`config.mk`:
```
export PLATFORM = sky130hd
export DESIGN_NAME = seg7_capture
export DESIGN_NICKNAME = d
export VERILOG_FILES = /design/src/rtl/seg7_capture.sv
export SDC_FILE = /design/constraint.sdc
export NUM_CORES = 1
export LEC_CHECK = 0
export CAP_MARGIN = 20
export CORE_ASPECT_RATIO = 1.4
export CORE_UTILIZATION = 60
export DETAILED_ROUTE_END_ITERATION = 12
export GPL_TIMING_DRIVEN = 1
export PLACE_DENSITY = 0.86
export SLEW_MARGIN = 10
export SYNTH_ARGS = -nofsm -noshare
export SYNTH_HDL_FRONTEND = slang
export SYNTH_SLANG_ARGS = --single-unit
export TNS_END_PERCENT = 10
```
`constraint.sdc`:
```
create_clock -name clk_i -period 5.25 [get_ports clk_i]
set_input_delay 0.7875 -clock clk_i [delete_from_list [all_inputs] [get_ports clk_i]]
set_output_delay 0.7875 -clock clk_i [all_outputs]
set_load 0.02 [all_outputs]
```
`src/rtl/seg7_capture.sv`:
```
// seg7_capture: recovers the byte shown on a 2-digit multiplexed 7-segment bus
// Ports:
//   clk_i    - single clock, rising edge
//   rst_ni   - asynchronous active-low reset
//   seg_i    - segment lines a..g (bit 6 = a), active-high, asynchronous
//   sel_i    - digit select: 10 = low nibble, 01 = high nibble, 00/11 = blank
//   value_o  - last assembled byte {hi,lo}, held between updates
//   valid_o  - one-cycle pulse when value_o updates
//   err_o    - one-cycle pulse on an undecodable pattern under a valid select
module seg7_capture #(
    parameter int unsigned SETTLE = 4
) (
    input  logic       clk_i,
    input  logic       rst_ni,
    input  logic [6:0] seg_i,
    input  logic [1:0] sel_i,
    output logic [7:0] value_o,
    output logic       valid_o,
    output logic       err_o
);
    typedef enum logic [1:0] {EMPTY, HAVE_LO, HAVE_HI} state_t;

    // Returns {ok, nibble}; ok=0 for any pattern not in the hex glyph table.
    function automatic logic [4:0] dec(input logic [6:0] g);
        case (g)
            7'h7E: dec = 5'h10;
            7'h30: dec = 5'h11;
            7'h6D: dec = 5'h12;
            7'h79: dec = 5'h13;
            7'h33: dec = 5'h14;
            7'h5B: dec = 5'h15;
            7'h5F: dec = 5'h16;
            7'h70: dec = 5'h17;
            7'h7F: dec = 5'h18;
            7'h7B: dec = 5'h19;
            7'h77: dec = 5'h1A;
            7'h1F: dec = 5'h1B;
            7'h4E: dec = 5'h1C;
            7'h3D: dec = 5'h1D;
            7'h4F: dec = 5'h1E;
            7'h47: dec = 5'h1F;
            default: dec = 5'h00;
        endcase
    endfunction

    logic [8:0] sync_q, bus_q, prev_q;
    logic [7:0] stab_q, stab_d, value_q, value_d;
    logic [3:0] lo_q, lo_d, hi_q, hi_d;
    logic       valid_q, valid_d, err_q, err_d;
    state_t     state_q, state_d;
    logic       same, samp, lo_sel, hi_sel;
    logic [4:0] d;

    assign same   = bus_q == prev_q;
    // Fires only on the SETTLE-1 -> SETTLE step, so a static bus samples once.
    assign samp   = same && stab_q == 8'(SETTLE - 1);
    assign lo_sel = bus_q[8:7] == 2'b10;
    assign hi_sel = bus_q[8:7] == 2'b01;
    assign d      = dec(bus_q[6:0]);
    assign stab_d = !same ? 8'd0 : (stab_q == 8'(SETTLE) ? stab_q : stab_q + 8'd1);

    always_comb begin
        state_d = state_q;
        lo_d    = lo_q;
        hi_d    = hi_q;
        value_d = value_q;
        valid_d = 1'b0;
        err_d   = 1'b0;
        if (samp && (lo_sel || hi_sel)) begin
            if (!d[4]) begin
                err_d   = 1'b1;
                state_d = EMPTY;
                lo_d    = 4'h0;
                hi_d    = 4'h0;
            end else if (lo_sel) begin
                lo_d = d[3:0];
                if (state_q == HAVE_HI) begin
                    value_d = {hi_q, d[3:0]};
                    valid_d = 1'b1;
                    state_d = EMPTY;
                end else begin
                    state_d = HAVE_LO;
                end
            end else begin
                hi_d = d[3:0];
                if (state_q == HAVE_LO) begin
                    value_d = {d[3:0], lo_q};
                    valid_d = 1'b1;
                    state_d = EMPTY;
                end else begin
                    state_d = HAVE_HI;
                end
            end
        end
    end

    always_ff @(posedge clk_i or negedge rst_ni) begin
        if (!rst_ni) begin
            sync_q  <= '0;
            bus_q   <= '0;
            prev_q  <= '0;
            stab_q  <= '0;
            state_q <= EMPTY;
            lo_q    <= '0;
            hi_q    <= '0;
            value_q <= '0;
            valid_q <= 1'b0;
            err_q   <= 1'b0;
        end else begin
            sync_q  <= {sel_i, seg_i};
            bus_q   <= sync_q;
            prev_q  <= bus_q;
            stab_q  <= stab_d;
            state_q <= state_d;
            lo_q    <= lo_d;
            hi_q    <= hi_d;
            value_q <= value_d;
            valid_q <= valid_d;
            err_q   <= err_d;
        end
    end

    assign value_o = value_q;
    assign valid_o = valid_q;
    assign err_o   = err_q;
endmodule

```
==> key figures, run 1 <==
Run status
  – Status: complete, no violations

Floorplan
  – Row cnt: 28
  – Die ar.: between 4000 and 5000 µm²
  – # IOs: 21
  – Chip Height: about 81 µm
  – Core area: ~4200 µm²
  – Die X: approximately 58 µm
  – Initial Utilization: a little over three fifths

Critical path
  – Slowest CP cell: dfrtp_1
  – Largest fanout on the critical path: 18
  – Nature of the critical path startpoint: register
  – CP Data Required Time: around 5.5 ns
  – CP endpoint kind: register
  – Critical path class: register to register
  – CP top delay family: simple AND/OR/NAND/NOR gates
  – Worst path bufs/invs: 0
  – Critical path arrival: just over 3 ns
  – Crit-path max cell delay: roughly 0.68 ns
  – CP cell instances: xor2_1 > nor4_2 > nand4_1 > a211oi_4 > mux2_4

Global routing
  – GRT Util Overall: 21.72%
  – Vias in the first global route: 1700
  – Initial antenna violation count: 0
  – Largest net degree at the start of global routing: 56
  – Grt ovf: 0
  – Global-route wire length before repair: approximately 7600 µm

Finish
  – FILL cells: between 300 and 400
  – Layout area overhead: 10.86%
  – Layout cell share with drive strength beyond 1: 9.600%
  – Non-Filler Instances: between 300 and 400
  – Footprint of the multi-input gates: 1161 µm²
  – Register Area: between 1000 and 1500 µm²
  – Most frequent cells in the layout: dfrtp_1 (55), clkdlybuf4s50_1 (19), xor2_1 (15), nor2_1 (15), nand2_1 (15)
  – Total Nets Final: approximately 260
  – Commonest non-fill, non-tap cell in the layout: dfrtp_1
  – Ant diodes: 0
  – Fin area: slightly below 3000 µm²

Placement
  – Detailed placer's ending HPWL: 3121 µm
  – GP Congestion: a little over 0.8
  – Port buffer count: 20
  – Pre-CTS setup slack: ~2.4 ns
  – Placed insts: 302
  – Post-DP Area: ~2900 µm²

Clocking
  – Sink Count: 55
  – Clock Latency Late Sink: just over 0.3 ns
  – CTS tree: done
  – Clk buf depth: 2
  – Clock-pin slew on the worst setup and hold paths: roughly 0.090 ns
  – Num CTS Buffers: 5
  – Post-CTS setup buffer count: 0
  – Hold Buf Count CTS: 0
  – Max H-tree Level: 2
  – Post-CTS sizing: 0
  – CTS root buf: clkbuf_8

Yosys
  – Yosys top cell area share: ~52%
  – Synthesized-area fraction occupied by adder cells: under 10%
  – Post-synthesis sequential area ratio: between 50% and 60%
  – Library cells used by synthesis: between 50 and 60
  – Area leader, netlist: dfrtp_1
  – Post-Syn Instances: 234
  – Post-synthesis xor/xnor area fraction: under 10%
  – Avg Cell Area, Syn: approximately 11 µm²
  – Compound-gate portion of the synthesized area: a little over an eighth
  – Ys async rst share: 100.0%
  – YS warnings: 0
  – Synth Area in Simple Gates: ~18%
  – Post-synth top flop: dfrtp_1
  – Main combinational cell family by area after synthesis: simple AND/OR/NAND/NOR gates
  – Flops & latches, synth: 55
  – Synth Cell Area: between 2000 and 3000 µm²
  – Synth area leaders: dfrtp_1 (52%), xor2_1 (5.0%), mux2_4 (3.4%)
  – Post-Syn Nets: 248
  – EDFF count, synth: 0
  – Mux share of post-synthesis cell area: 4.580%

Power
  – Reg power frac: between 60% and 70%
  – Switching pwr: roughly 170 µW
  – Pleak: ~0.0012 µW
  – Pint: approximately 550 µW
  – Clk pwr share: 30.9%
  – Switching fraction of total power: 23.77%
  – VDD IR max: ~0.24 mV
  – Comb power frac: approximately 6.7%
  – Pwr/cell area: around 250 nW/µm²

STA
  – Finish-stage setup viols: 0
  – Final Max Tran Viols: 0
  – Final hold vios: 0
  – Worst slew pin tran: ~0.66 ns
  – Slew HR: roughly 56%
  – RSZ-0062 raised after global routing: false
  – Fin worst setup slack: 2.416 ns
  – Final period util: between 50 and 60%
  – Tmin final: 2.834 ns
  – Setup TNS: 0 ns
  – Clock skew: about 0.0092 ns
  – Max Clk Rate: between 0.3 and 0.4 GHz

Routing
  – Max layer used: met4
  – DRC viols: 0
  – DR iter-0 viols: 65
  – Routed WL: roughly 4500 µm
  – Met2 wire length: around 2300 µm
  – Metal3 WL: about 150 µm
  – Pre-Repair DR Iteration Count: 4
  – Via count: ~1.8k
  – WL met1: 1864 µm
  – WL per Instance: 14.47 µm
  – Final antenna-violating net count: 0
  – Routed vias/inst: between 5 and 6

Min path
  – Tightest Hold Check Type: register to register

Flow run
  – Max-cap violations: 0
==> final timing paths <==
check	to	slack, ns	cells after the start	startpoint
min in group asynchronous	lo_q[0]	0.57	2	rst_ni
hold reg to reg	bus_q[3]	0.35	0	sync_q[3]
setup reg to reg	value_o[1]	2.42	5	bus_q[3]
setup / recovery	value_o[1]	2.42	5	bus_q[3]
hold / removal	bus_q[3]	0.35	0	sync_q[3]
max in group asynchronous	bus_q[6]	4.23	2	rst_ni
==> worst register-to-register path: cells and delay by family (launching register included) <==
kind            cells  cell delay (ns)
simple gates        2             0.88
mux                 1             0.35
xor+xnor            1             0.16
flops               1             0.68
compound gates      1             0.66
==> power groups by stage <==
stage | combinational [µW] | sequential, µW | clock (µW)
finish | 48.2 | 449 | 223
floorplan | 38.9 | 447 | 0
global placement | 47.7 | 457 | 0
detailed placement | 49.0 | 458 | 0
CTS | 49.2 | 449 | 232
global route | 54.7 | 451 | 246
==> per-stage QoR <==
stage / util (%) / total power, µW / hold WS, ns
2_1_floorplan: - / 486.1 / 0.3312
3_3_place_gp: 67.30 / 504.6 / 0.3337
3_5_place_dp: 67.30 / 506.6 / 0.3365
4_1_cts: 69.30 / 730.0 / 0.3577
5_1_grt: 69.30 / 752.0 / 0.3644
6_report: 69.30 / 719.9 / 0.3523
==> state kept, by name, summed over array words and instances (netlist names), 2 cells and up <==
signal,cells
bus_q,9
hi_q,4
lo_q,4
prev_q,9
stab_q,8
state_q,2
sync_q,9
value_o,8
==> cell type report <==
class	count	share of cell area, %
tap	60	2.555
inverter	10	1.278
clock inverter	2	0.4259
clock buffer	6	2.470
timing repair buffer	21	6.899
sequential	55	46.85
multi-input combinational	156	39.52
==> metal layers <==
layer,track usage (%),vias up
met4,12.14,0
li1,-,873
met1,26.39,893
met3,4.509,16
met2,35.52,55
met5,0,-
==> cell families after synthesis <==
kind of cell | count (synthesis)
and+or+nand+nor | 80
AOI/OAI and AO/OA | 45
DFF | 55
adders and majority gates | 4
xor gates and xnor gates | 18
buffers and inverters | 23
muxes | 9
==> Yosys cell counts (3+ instances only) <==
cell type	instances
dfrtp_1	55
nand2_1	15
nor2_1	15
xor2_1	15
nand3_1	10
a21oi_1	9
inv_1	9
o211ai_1	8
o21ai_0	7
buf_2	6
mux2_4	6
and3_1	4
clkbuf_1	4
a2bb2oi_1	3
ha_1	3
nand4_1	3
nand4b_1	3
nor2b_1	3
nor3_1	3
xnor2_1	3
No activity file was read; power rests on OpenSTA's default activity.
==> inputs of run 2 (changes only) <==
CORE_UTILIZATION = 57   (was 60)
PLACE_DENSITY = 0.82   (was 0.86)
clock period = 2.95 ns   (was 5.25 ns; I/O delays follow)
==> run 2 against run 1 <==
Sequential share of layout area shrank 1.7 points. Critical path depth is the same. First-iteration DRC count grew 42%. Clock-buffer cell count is the same. Fmax grew 9.6%. Power grew 97%. Routed wire length grew 7.8%. Non-clock buffer count grew 9. Clock power grew 130%. Die area grew 5.1%. Sequential power grew 77%. Critical endpoint is now value_o[5]. Largest cell class unchanged. Largest power group unchanged.
==> key figures, run 2 (same netlist as run 1, synthesis figures left out) <==
Finish
  – Ant diodes: 0 (unchanged)
  – FILL cells: 370 (+13%)
  – Most frequent cells in the layout: dfrtp_1 (55), clkdlybuf4s50_1 (19), xor2_1 (15), nor2_1 (15), nand2_1 (15)
  – Total Nets Final: 272 (+3.4%)
  – Regs by FF count: bus_q: 9 flops, prev_q: 9 flops, sync_q: 9 flops
  – Layout cell share with drive strength beyond 1: 12.74% (+3.1 points)
  – Commonest non-fill, non-tap cell in the layout: dfrtp_1
  – Layout area overhead: 14.97%
  – Fin area: 3047 µm² (+3.7%)

Global routing
  – Global-route wire length before repair: 7803 µm (+3.0%)
  – Largest net degree at the start of global routing: 31 (-45%)
  – Global routing's busiest layer: met2
  – Vias in the first global route: 1672 (-1.6%)
  – Met3 Use GR: 4.361% (-0.15 points)
  – Global Route met1 Usage: 25.33% (-1.1 points)
  – Initial antenna violation count: 0 (unchanged)
  – GRT Util Overall: 21.56% (-0.15 points)
  – Met2 global-route usage: 37.53% (+2.0 points)
  – Grt ovf: 0 (unchanged)

Critical path
  – CP endpoint kind: register
  – Nature of the critical path startpoint: register
  – Register-to-Register Path Depth: 5 (unchanged)
  – CP top delay family: simple AND/OR/NAND/NOR gates
  – Crit-path max cell delay: 0.53 ns (-0.15 ns)
  – Slowest CP cell: a211oi_4
  – Worst path bufs/invs: 0 (unchanged)
  – CP Data Required Time: 3.16 ns (-2.29 ns)
  – Largest fanout on the critical path: 8 (-10)
  – Worst reg2reg endpoint: value_o[5]
  – CP cell instances: nor4_1 > nor4b_1 > nand4_1 > a211oi_4 > mux2_4
  – Reg-to-reg startpoint: stab_q[3]
  – Setup slack, reg-to-reg: 0.36 ns (-2.05 ns)
  – Critical path arrival: 2.80 ns (-0.24 ns)
  – Critical path class: register to register

STA
  – RSZ-0062 raised after global routing: false
  – Slew HR: 54.43% (-1.5 points)
  – Final period util: 87.69% (+34 points)
  – Final hold vios: 0 (unchanged)
  – Tmin final: 2.587 ns (-0.2472 ns)
  – Worst slew pin tran: 0.6836 ns (+0.02311 ns)
  – Setup TNS: 0 ns (unchanged)
  – Finish-stage setup viols: 0 (unchanged)
  – Final Max Tran Viols: 0 (unchanged)
  – Fin worst setup slack: 0.3633 ns (-2.053 ns)
  – Clock skew: 0.008344 ns (-0.0008397 ns)
  – Max Clk Rate: 0.3866 GHz (+9.6%)

Clocking
  – CTS root buf: clkbuf_8
  – CTS tree: done
  – Clock-pin slew on the worst setup and hold paths: 0.10 ns (about the same)
  – Hold Buf Count CTS: 1 (+1)
  – Clk buf depth: 2 (unchanged)
  – Max H-tree Level: 2 (unchanged)
  – Post-CTS sizing: 0 (unchanged)
  – Clock Latency Late Sink: 0.31 ns (about the same)
  – Num CTS Buffers: 5 (unchanged)
  – Post-CTS setup buffer count: 0 (unchanged)
  – Sink Count: 55 (unchanged)

Min path
  – Worst Hold End: bus_q[2]
  – Worst Min Path Start: sync_q[2]
  – Worst hold stages: 0 (unchanged)
  – Tightest Hold Check Type: register to register

Routing
  – Pre-Repair DR Iteration Count: 4 (unchanged)
  – WL per Instance: 15.07 µm (+4.1%)
  – Final antenna-violating net count: 0 (unchanged)
  – DR iter-0 viols: 92 (+42%)
  – Routed WL: 4837 µm (+7.8%)
  – DRC viols: 0 (unchanged)
  – Via count: 1842 (+0.27%)
  – Routed vias/inst: 5.738 (-3.2%)

Power
  – Switching pwr: 322.5 µW (+88%)
  – VDD IR max: 0.3967 mV (+66%)
  – Pleak: 0.001282 µW (+5.1%)
  – Pint: 1096 µW (+100%)
  – Pwr/cell area: 465.8 nW/µm² (+90%)
  – Reg power frac: 55.9% (-6.5 points)
  – Comb power frac: 7.2% (+0.5 points)
  – Switching fraction of total power: 22.73% (-1.0 points)
  – Clk pwr share: 36.8% (+5.9 points)

Floorplan
  – Row cnt: 29 (+3.6%)
  – Chip Height: 82.68 µm (+2.5%)
  – Die X: 59.63 µm (+2.5%)
  – Initial Utilization: 58.90% (-3.6 points)
  – # IOs: 21 (unchanged)
  – Die ar.: 4930 µm² (+5.1%)
  – Core area: 4499 µm² (+6.1%)

Flow run
  – Max-cap violations: 0 (unchanged)

Placement
  – Pre-CTS setup slack: 0.3649 ns (-2.044 ns)
  – Port buffer count: 20 (unchanged)
  – Post-DP Area: 2915 µm² (+2.2%)
  – Detailed placer's ending HPWL: 3468 µm (+11%)
  – GP Congestion: 0.9569 (+17%)

Run status
  – Status: complete, no violations
[run 2: area by class of cell]
cell class                      count  area, µm²  area share, %
Clock buffer                        6      82.58          2.710
Clock inverter                      2      38.79          1.273
Inverter                           10      37.54          1.232
Multi-Input combinational cell    156       1161          38.11
Sequential cell                    55       1376          45.17
Tap cell                           62      77.57          2.546
Timing Repair Buffer               30      272.8          8.953
[run 2: metal layers]
layer | up-vias | wire length, µm
met2 | 37 | 2471
met1 | 905 | 2106
met3 | 10 | 126
li1 | 890 | -
met5 | - | 0
met4 | 0 | 131
[run 2: power by group through the flow]
stage / sequential, µW / combinational (µW) / clock [µW]
2_1_floorplan: 796 / 69.2 / 0
3_3_place_gp: 807 / 102 / 0
3_5_place_dp: 809 / 103 / 0
4_1_cts: 794 / 104 / 537
5_1_grt: 797 / 113 / 565
6_report: 794 / 103 / 523
[run 2: worst max-delay path by stage]
stage	startpoint	end	slack (ns)	cells past startpoint
after detailed placement	bus_q[3]	value_o[6]	0.36	5
after floorplan	bus_q[3]	value_o[1]	0.69	6
after global routing	bus_q[3]	value_o[6]	0.21	5
after CTS	bus_q[3]	value_o[5]	0.36	5
after global placement	bus_q[3]	value_o[6]	0.42	5
final	stab_q[3]	value_o[5]	0.36	5
[run 2: stage by stage]
step                instances  total power [µW]  hold slack, ns  utilization (%)
floorplan                 234             865.0          0.1469                -
global placement          312             908.6          0.2725            64.79
detailed placement        312             911.2          0.2739            64.79
CTS                       321              1434          0.3567            67.71
global route              321              1474          0.3631            67.71
finish                    321              1419          0.3490            67.71
